$ cat src/rtl/uart_tx_arbiter.sv
// Round-robin arbiter sharing one uart_tx serializer between N_REQ byte producers,
// with optional bursts of up to MAX_BURST bytes per owner before forced rotation.
module uart_tx_arbiter #(
   parameter int unsigned N_REQ     = 4,
   parameter int unsigned MAX_BURST = 4
) (
   input  logic               i_clk,
   input  logic               i_rst,
   input  logic [N_REQ-1:0]   i_req_valid,
   input  logic [8*N_REQ-1:0] i_req_data,
   output logic [N_REQ-1:0]   o_req_ack,
   output logic [N_REQ-1:0]   o_grant,
   output logic [7:0]         o_tx_data,
   output logic               o_tx_start,
   input  logic               i_tx_ready,
   output logic               o_busy
);

   localparam int unsigned IW = $clog2(N_REQ);
   localparam int unsigned BW = $clog2(MAX_BURST + 1);

   typedef enum logic [1:0] {ST_IDLE, ST_START, ST_WAIT} state_t;

   state_t           state_q, state_d;
   logic [N_REQ-1:0] ack_q, ack_d;
   logic [N_REQ-1:0] grant_q, grant_d;
   logic [7:0]       data_q, data_d;
   logic             start_q, start_d;
   logic             busy_q, busy_d;
   logic [BW-1:0]    burst_q, burst_d;
   logic [IW-1:0]    rr_q, rr_d;

   logic [IW-1:0]    rr_win, win;
   logic             rr_found, keep;
   int unsigned      idx;

   // First valid requester strictly after rr_q, wrapping; rr_q itself is checked last.
   always_comb begin
      rr_win   = rr_q;
      rr_found = 1'b0;
      idx      = 0;
      for (int unsigned i = 1; i <= N_REQ; i++) begin
         idx = (32'(rr_q) + i) % N_REQ;
         if (!rr_found && i_req_valid[IW'(idx)]) begin
            rr_win   = IW'(idx);
            rr_found = 1'b1;
         end
      end
   end

   // The current owner keeps the serializer while it stays valid and has burst budget left.
   assign keep = (|(grant_q & i_req_valid)) && (32'(burst_q) < MAX_BURST);
   assign win  = keep ? rr_q : rr_win;

   always_comb begin
      state_d = state_q;
      ack_d   = '0;
      grant_d = grant_q;
      data_d  = data_q;
      start_d = start_q;
      burst_d = burst_q;
      rr_d    = rr_q;
      unique case (state_q)
         ST_IDLE: begin
            start_d = 1'b0;
            if (i_tx_ready && (|i_req_valid)) begin
               burst_d = keep ? (burst_q + BW'(1)) : BW'(1);
               ack_d   = N_REQ'(1) << win;
               grant_d = N_REQ'(1) << win;
               for (int unsigned k = 0; k < N_REQ; k++) begin
                  if (IW'(k) == win) data_d = i_req_data[8*k +: 8];
               end
               rr_d    = win;
               start_d = 1'b1;
               state_d = ST_START;
            end
         end
         ST_START: begin
            if (!i_tx_ready) begin
               start_d = 1'b0;
               state_d = ST_WAIT;
            end
         end
         ST_WAIT: begin
            start_d = 1'b0;
            if (i_tx_ready) state_d = ST_IDLE;
         end
         default: state_d = ST_IDLE;
      endcase
      busy_d = (state_d != ST_IDLE);
   end

   always_ff @(posedge i_clk) begin
      if (i_rst) begin
         state_q <= ST_IDLE;
         ack_q   <= '0;
         grant_q <= '0;
         data_q  <= 8'h00;
         start_q <= 1'b0;
         busy_q  <= 1'b0;
         burst_q <= '0;
         rr_q    <= IW'(N_REQ - 1);
      end else begin
         state_q <= state_d;
         ack_q   <= ack_d;
         grant_q <= grant_d;
         data_q  <= data_d;
         start_q <= start_d;
         busy_q  <= busy_d;
         burst_q <= burst_d;
         rr_q    <= rr_d;
      end
   end

   assign o_req_ack  = ack_q;
   assign o_grant    = grant_q;
   assign o_tx_data  = data_q;
   assign o_tx_start = start_q;
   assign o_busy     = busy_q;

endmodule
$ cat config.mk
export PLATFORM = sky130hd
export DESIGN_NAME = uart_tx_arbiter
export DESIGN_NICKNAME = d
export VERILOG_FILES = /design/src/rtl/uart_tx_arbiter.sv
export SDC_FILE = /design/constraint.sdc
export NUM_CORES = 1
export LEC_CHECK = 0
export CORE_MARGIN = 1
export CORE_UTILIZATION = 45
export CTS_CLUSTER_SIZE = 16
export DETAILED_ROUTE_END_ITERATION = 16
export PLACE_DENSITY = 0.81
export SLEW_MARGIN = 20
export SYNTH_ARGS = -nofsm -noshare
export SYNTH_HDL_FRONTEND = slang
export SYNTH_SLANG_ARGS = --single-unit
$ cat constraint.sdc
create_clock -name i_clk -period 5.95 [get_ports i_clk]
set_clock_uncertainty 0.2 [all_clocks]
set_input_delay 0.595 -clock i_clk [delete_from_list [all_inputs] [get_ports i_clk]]
set_output_delay 0.595 -clock i_clk [all_outputs]
set_load 0.02 [all_outputs]
==> flow_summary_export.csv, run 1 <==
group,metric,value,unit
outcome,outcome,"finished clean",
worst_setup_path,cp.arrival,3.63,ns
route,drtIter0Drc,71,
cells_and_area,num_antenna_cells,0,
clocking,clk_pin_slew,0.15,ns
clocking,cts-htree-levels,1,
cells_and_area,layout-drive-gt1-share,0.107,
logic_synthesis,synth_fp_nets,210,
run,maxCapViolCount,0,
logic_synthesis,syn_area,0.00150,mm^2
floorplanning,start_util,0.484,
timing,finalMaxSlewViolations,0,
cells_and_area,most-common-layout-cells,"clkdlybuf4s50_1, dfxtp_1, and3_1",
placement,port-buffer-count,56,
worst_setup_path,critPathLaunchType,"input port",
clocking,clockBufferDepth,2,
logic_synthesis,ys.flop_type,"dfxtp_1",
floorplanning,die_w,59.8,um
route,postRouteWirelength,4080,um
worst_setup_path,path_max_fanout,20,
placement,dp_cells,254,
placement,gp_congestion,0.866,
worst_setup_path,end_kind,"register",
worst_setup_path,critPathLaunch,"i_req_valid[3]",
worst_setup_path,rr_endpoint,"o_tx_data[4]$_SDFFE_PP0P_",
worst_setup_path,ff2ff_setup_slack,2.63,ns
worst_setup_path,r2r_cells,5,
clocking,cts_hold_buf,0,
clocking,root_buffer,"clkbuf_4",
cells_and_area,fin_nets,260,
route,drc,0,
power_and_ir_drop,p_sw_frac,0.415,
clocking,clk_latency,0.33,ns
timing,hold_viol,0,
power_and_ir_drop,power.share.clock,0.128,
timing,max_freq,0.277,GHz
placement,hpwl,3070,um
grt,gr-total-overflow,0,
worst_setup_path,setup.worst_path.end,"o_tx_data[4]$_SDFFE_PP0P_",
cells_and_area,layout-area-overhead-vs-synth,38.8,%
cells_and_area,layout.cells.non_filler,258,
grt,grt_pass1_vias,1435,
floorplanning,core_area,0.00310,mm^2
hold_path,min_path_type,"reg2reg",
grt,grt_usage,0.238,
timing,worst_slew_pin_slew,1.03,ns
logic_synthesis,ys_ff_latch,25,
clocking,cts.sinks,25,
cells_and_area,mostFrequentLayoutCell,"clkdlybuf4s50_1",
route,via_per_inst,5.73,
power_and_ir_drop,p_seq_frac,0.345,
power_and_ir_drop,power.density,304,mW/mm^2
worst_setup_path,reg2reg_from,"rr_q[0]$_SDFFE_PP1P_",
route,first_pass_iters,4,
timing,setup_tns,0,ns
logic_synthesis,ys_seq_area_frac,0.333,
clocking,cts_buffers,3,
power_and_ir_drop,pwr-share-comb,0.526,
floorplanning,rows,20,
floorplanning,dieArea,0.00357,mm^2
power_and_ir_drop,p_sw,263,uW
logic_synthesis,synth_edf_count,0,
timing,period_needed,3.61,ns
route,wl_per_cell,15.8,um
clocking,post_cts_resized,0,
grt,grt_max_degree,21,
worst_setup_path,path_class,"in2reg",
route,detail-route-antenna-nets,0,
grt,antenna_found_initial,0,
logic_synthesis,ys_async_sr_fraction,0,
logic_synthesis,synth_cells,165,
clocking,post_cts_buffers,0,
floorplanning,die_y,59.8,um
logic_synthesis,ys_types,39,
clocking,cts_tree,"yes",
worst_setup_path,cp.required,5.96,ns
floorplanning,io_pins,57,
timing,rsz0062_at_grt,"no",
route,routed-via-count,1479,
timing,maxSlewHeadroom,0.313,
power_and_ir_drop,p_leak,0.000789,uW
timing,setup-violations-final,0,
logic_synthesis,ys_warn_count,0,
power_and_ir_drop,vdd_ir_drop_max,0.194,mV
power_and_ir_drop,internal_power,370,uW
logic_synthesis,avgSynthCellArea,9.10,um^2
timing,fin_crit_sh,0.607,
grt,grt_first_pass_wirelength,6450,um
power by group through the flow:
stage                     clock [uW]  combinational, uW  sequential, uW
after global routing            88.2                363             222
after CTS                       79.6                333             219
after detailed placement           0                330             223
after floorplan                    0                217             241
after global placement             0                319             221
final                           81.3                333             218
per-stage QoR:
step | power, uW | cell area, um^2 | util | hold WS (ns) | worst slack [ns]
floorplan | 458 | 1500 | - | 0.244 | 3.36
global placement | 540 | 2060 | 0.663 | 0.243 | 2.32
detailed placement | 553 | 2060 | 0.663 | 0.248 | 2.09
CTS | 631 | 2080 | 0.671 | 0.276 | 2.42
global route | 673 | 2080 | 0.671 | 0.303 | 2.12
finish | 633 | 2080 | 0.671 | 0.273 | 2.34
logic make-up (layout without fill, tap and decap cells):
logic type,count (synthesis),count (layout),share of synthesized area
mux,2,2,0.0142
xor+xnor,1,1,0.00583
simple gates,67,67,0.248
compound gates,50,50,0.301
buf+inv,14,63,0.0475
flops,25,25,0.333
fa+ha+maj,6,6,0.0500
worst min path at each step:
stage	cells past startpoint	end	slack, ns	start
5_1_grt	2	o_tx_data[1]$_SDFFE_PP0P_	0.30	o_tx_data[1]$_SDFFE_PP0P_
6_report	2	o_tx_data[1]$_SDFFE_PP0P_	0.27	o_tx_data[1]$_SDFFE_PP0P_
2_1_floorplan	1	burst_q[0]$_SDFFE_PP0P_	0.24	burst_q[0]$_SDFFE_PP0P_
3_5_place_dp	2	o_tx_data[1]$_SDFFE_PP0P_	0.25	o_tx_data[1]$_SDFFE_PP0P_
3_3_place_gp	2	o_tx_data[1]$_SDFFE_PP0P_	0.24	o_tx_data[1]$_SDFFE_PP0P_
4_1_cts	2	o_tx_data[1]$_SDFFE_PP0P_	0.28	o_tx_data[1]$_SDFFE_PP0P_
layer usage:
| metal | global-route usage | share of wire |
|---|---|---|
| met2 | 0.435 | 0.52 |
| met5 | 0 | 0 |
| met3 | 0.0238 | 0.044 |
| met4 | 0.0831 | 0.017 |
| met1 | 0.287 | 0.42 |
sequential cells by signal (all words and copies together) (netlist names):
register and count:
burst_q 3, o_busy 1, o_grant 4, o_req_ack 4, o_tx_data 8, o_tx_start 1
rr_q 2, state_q 2
synth_stat cells, drive strengths merged, types with 2 or more instances:
cell type  instances  area (um^2)
nand2             14         52.6
nor2              10         37.5
nor2b              2         12.5
a21oi             10         50.1
clkbuf             8         30.0
and3              16          100
or2                2         15.0
nor3               8         45.0
inv                3         11.3
nand3              4         20.0
a211oi            18          165
dfxtp             25          500
buf                3         30.0
ha                 6         75.1
o31ai             10          133
nand2b             3         18.8
a22oi              5         37.5
and2               3         18.8
final cells by class:
cell class | count | area (um^2)
Sequential cell | 25 | 500
Fill cell | 276 | 1020
Tap cell | 44 | 55.1
Inverter | 3 | 11.3
Timing Repair Buffer | 56 | 561
Multi-Input combinational cell | 126 | 930
Clock buffer | 4 | 26.3
worst max-delay path, cell delays in order:
cell and delay, ns:
clkdlybuf4s50_1 0.51, a22oi_1 0.29, a21oi_1 0.11, a21oi_1 0.79
nand2_1 0.72, a211oi_1 0.51, o31ai_2 0.09
No activity file was read; power rests on OpenSTA's default activity.
==> inputs of run 2 (changes only) <==
- CORE_UTILIZATION: 45 -> 44
- PLACE_DENSITY: 0.81 -> 0.79
- clock period: 5.95 -> 3.7 ns (I/O delays scaled with it)
==> flow_summary_export.csv, run 2 (synthesis results as in run 1) <==
group,metric,value,unit
outcome,outcome,"finished clean",
placement,gp_congestion,0.891,
cells_and_area,fill_cells,277,
timing,max_freq,0.357,GHz
route,routed-via-count,1462,
cells_and_area,final_util,0.667,
route,detail-route-antenna-nets,0,
worst_setup_path,r2r_cells,6,
run,maxCapViolCount,0,
worst_setup_path,cpPeakStageDelay,0.66,ns
route,drtIter0Drc,103,
floorplanning,rows,20,
worst_setup_path,end_kind,"register",
route,postRouteWirelength,3960,um
power_and_ir_drop,p_leak,0.000801,uW
route,via_per_inst,5.62,
clocking,cts_buffers,3,
cells_and_area,fin_nets,262,
worst_setup_path,crit_buf_inv,0,
placement,dp_cells,256,
floorplanning,core_area,0.00315,mm^2
power_and_ir_drop,power.share.clock,0.131,
clocking,clk_pin_slew,0.14,ns
power_and_ir_drop,vdd_ir_drop_max,0.369,mV
hold_path,min_path_type,"reg2reg",
grt,grt_max_degree,21,
floorplanning,io_pins,57,
clocking,cts-htree-levels,1,
route,wl_per_cell,15.2,um
worst_setup_path,cp.arrival,2.85,ns
placement,port-buffer-count,56,
cells_and_area,largest_reg_flops,8,
clocking,post_cts_resized,0,
timing,rsz0062_at_grt,"no",
timing,worst_slew_pin_slew,0.767,ns
worst_setup_path,reg2reg_from,"rr_q[0]$_SDFFE_PP1P_",
power_and_ir_drop,p_seq_frac,0.341,
route,drc,0,
route,first_pass_iters,4,
clocking,cts.sinks,25,
cells_and_area,most-common-layout-cells,"clkdlybuf4s50_1, dfxtp_1, and3_1",
timing,hold_viol,0,
worst_setup_path,path_cells,"and4bb_1 > or4_4 > or2_4 > o31ai_4 > a211oi_1 > o31ai_2",
worst_setup_path,critPathLaunchType,"register",
worst_setup_path,critPathLaunch,"rr_q[0]$_SDFFE_PP1P_",
clocking,clk_latency,0.33,ns
timing,holdWs,0.264,ns
clocking,cts_tree,"yes",
timing,maxSlewHeadroom,0.487,
grt,grt_first_pass_wirelength,6150,um
cells_and_area,layout.cells.non_filler,260,
power_and_ir_drop,p_sw,424,uW
grt,gr-total-overflow,0,
cells_and_area,mostFrequentLayoutCell,"clkdlybuf4s50_1",
hold_path,min_from,"o_tx_data[1]$_SDFFE_PP0P_",
power_and_ir_drop,power.density,488,mW/mm^2
floorplanning,dieArea,0.00365,mm^2
worst_setup_path,path_max_fanout,12,
worst_setup_path,cp.required,3.75,ns
worst_setup_path,path_class,"reg2reg",
timing,setup-violations-final,0,
cells_and_area,num_antenna_cells,0,
cells_and_area,layout-area-overhead-vs-synth,40.1,%
power_and_ir_drop,p_sw_frac,0.412,
clocking,post_cts_buffers,0,
worst_setup_path,critPathTopFamily,"simple AND/OR/NAND/NOR gates",
grt,antenna_found_initial,0,
clocking,root_buffer,"clkbuf_4",
timing,period_needed,2.80,ns
power_and_ir_drop,pwr-share-comb,0.528,
hold_path,min_path_cells,2,
floorplanning,start_util,0.476,
worst_setup_path,slowest_stage,"dfxtp_1",
timing,finalMaxSlewViolations,0,
clocking,cts_hold_buf,0,
grt,grt_usage,0.224,
clocking,clockBufferDepth,2,
worst_setup_path,crit_cells,6,
power_and_ir_drop,internal_power,604,uW
grt,grt_pass1_vias,1396,
floorplanning,die_y,60.4,um
floorplanning,die_w,60.4,um
placement,hpwl,3010,um
timing,fin_crit_sh,0.758,
timing,setup_tns,0,ns
cells_and_area,layout-drive-gt1-share,0.120,
[run 2: changes by cell type in the layout (fill, tap and decap cells not counted)]
cell      before  now
inv_6          0    1
buf_4          0    2
clkbuf_1       1    0
[run 2: area by class of cell]
type | instances | area (um^2) | share of cell area
repair buffers | 58 | 576 | 0.274
flip-flops and latches | 25 | 500 | 0.238
multi-input cells | 126 | 930 | 0.442
clock inverters | 1 | 8.76 | 0.00416
well taps | 44 | 55.1 | 0.0262
clock buffers | 3 | 22.5 | 0.0107
inverters | 3 | 11.3 | 0.00535
[run 2: through the flow]
stage          power, uW  area (um^2)  setup WS, ns
6_report            1030         2100         0.896
5_1_grt             1100         2100         0.763
4_1_cts             1030         2100         0.881
3_5_place_dp         900         2070         0.570
3_3_place_gp         882         2070         0.659
2_1_floorplan        736         1500          1.25
[run 2: worst min-delay path, stage by stage (launching register included)]
cell and delay [ns]:
dfxtp_1 0.34, nand2_1 0.05, o31ai_1 0.05
[run 2: final timing paths]
| check | endpoint | slack [ns] |
|---|---|---|
| max | o_tx_data[3]$_SDFFE_PP0P_ | 0.90 |
| min | o_tx_data[1]$_SDFFE_PP0P_ | 0.26 |
| max reg2reg | o_tx_data[3]$_SDFFE_PP0P_ | 0.90 |
| min reg2reg | o_tx_data[1]$_SDFFE_PP0P_ | 0.26 |
[run 2: power by group through the flow]
stage	registers (uW)	clock network [uW]	logic, uW
final	350	134	543
after global routing	357	153	586
after CTS	351	139	545
after detailed placement	357	0	543
after global placement	356	0	526
after floorplan	388	0	348
[run 2: metal layers]
metal,global-route usage,vias up,wire length (um),share of wire
met2,0.407,48,2060,0.52
li1,-,727,-,-
met1,0.257,681,1650,0.42
met3,0.0640,6,224,0.057
met5,0,-,0,0
met4,0.0617,0,26,0.0066
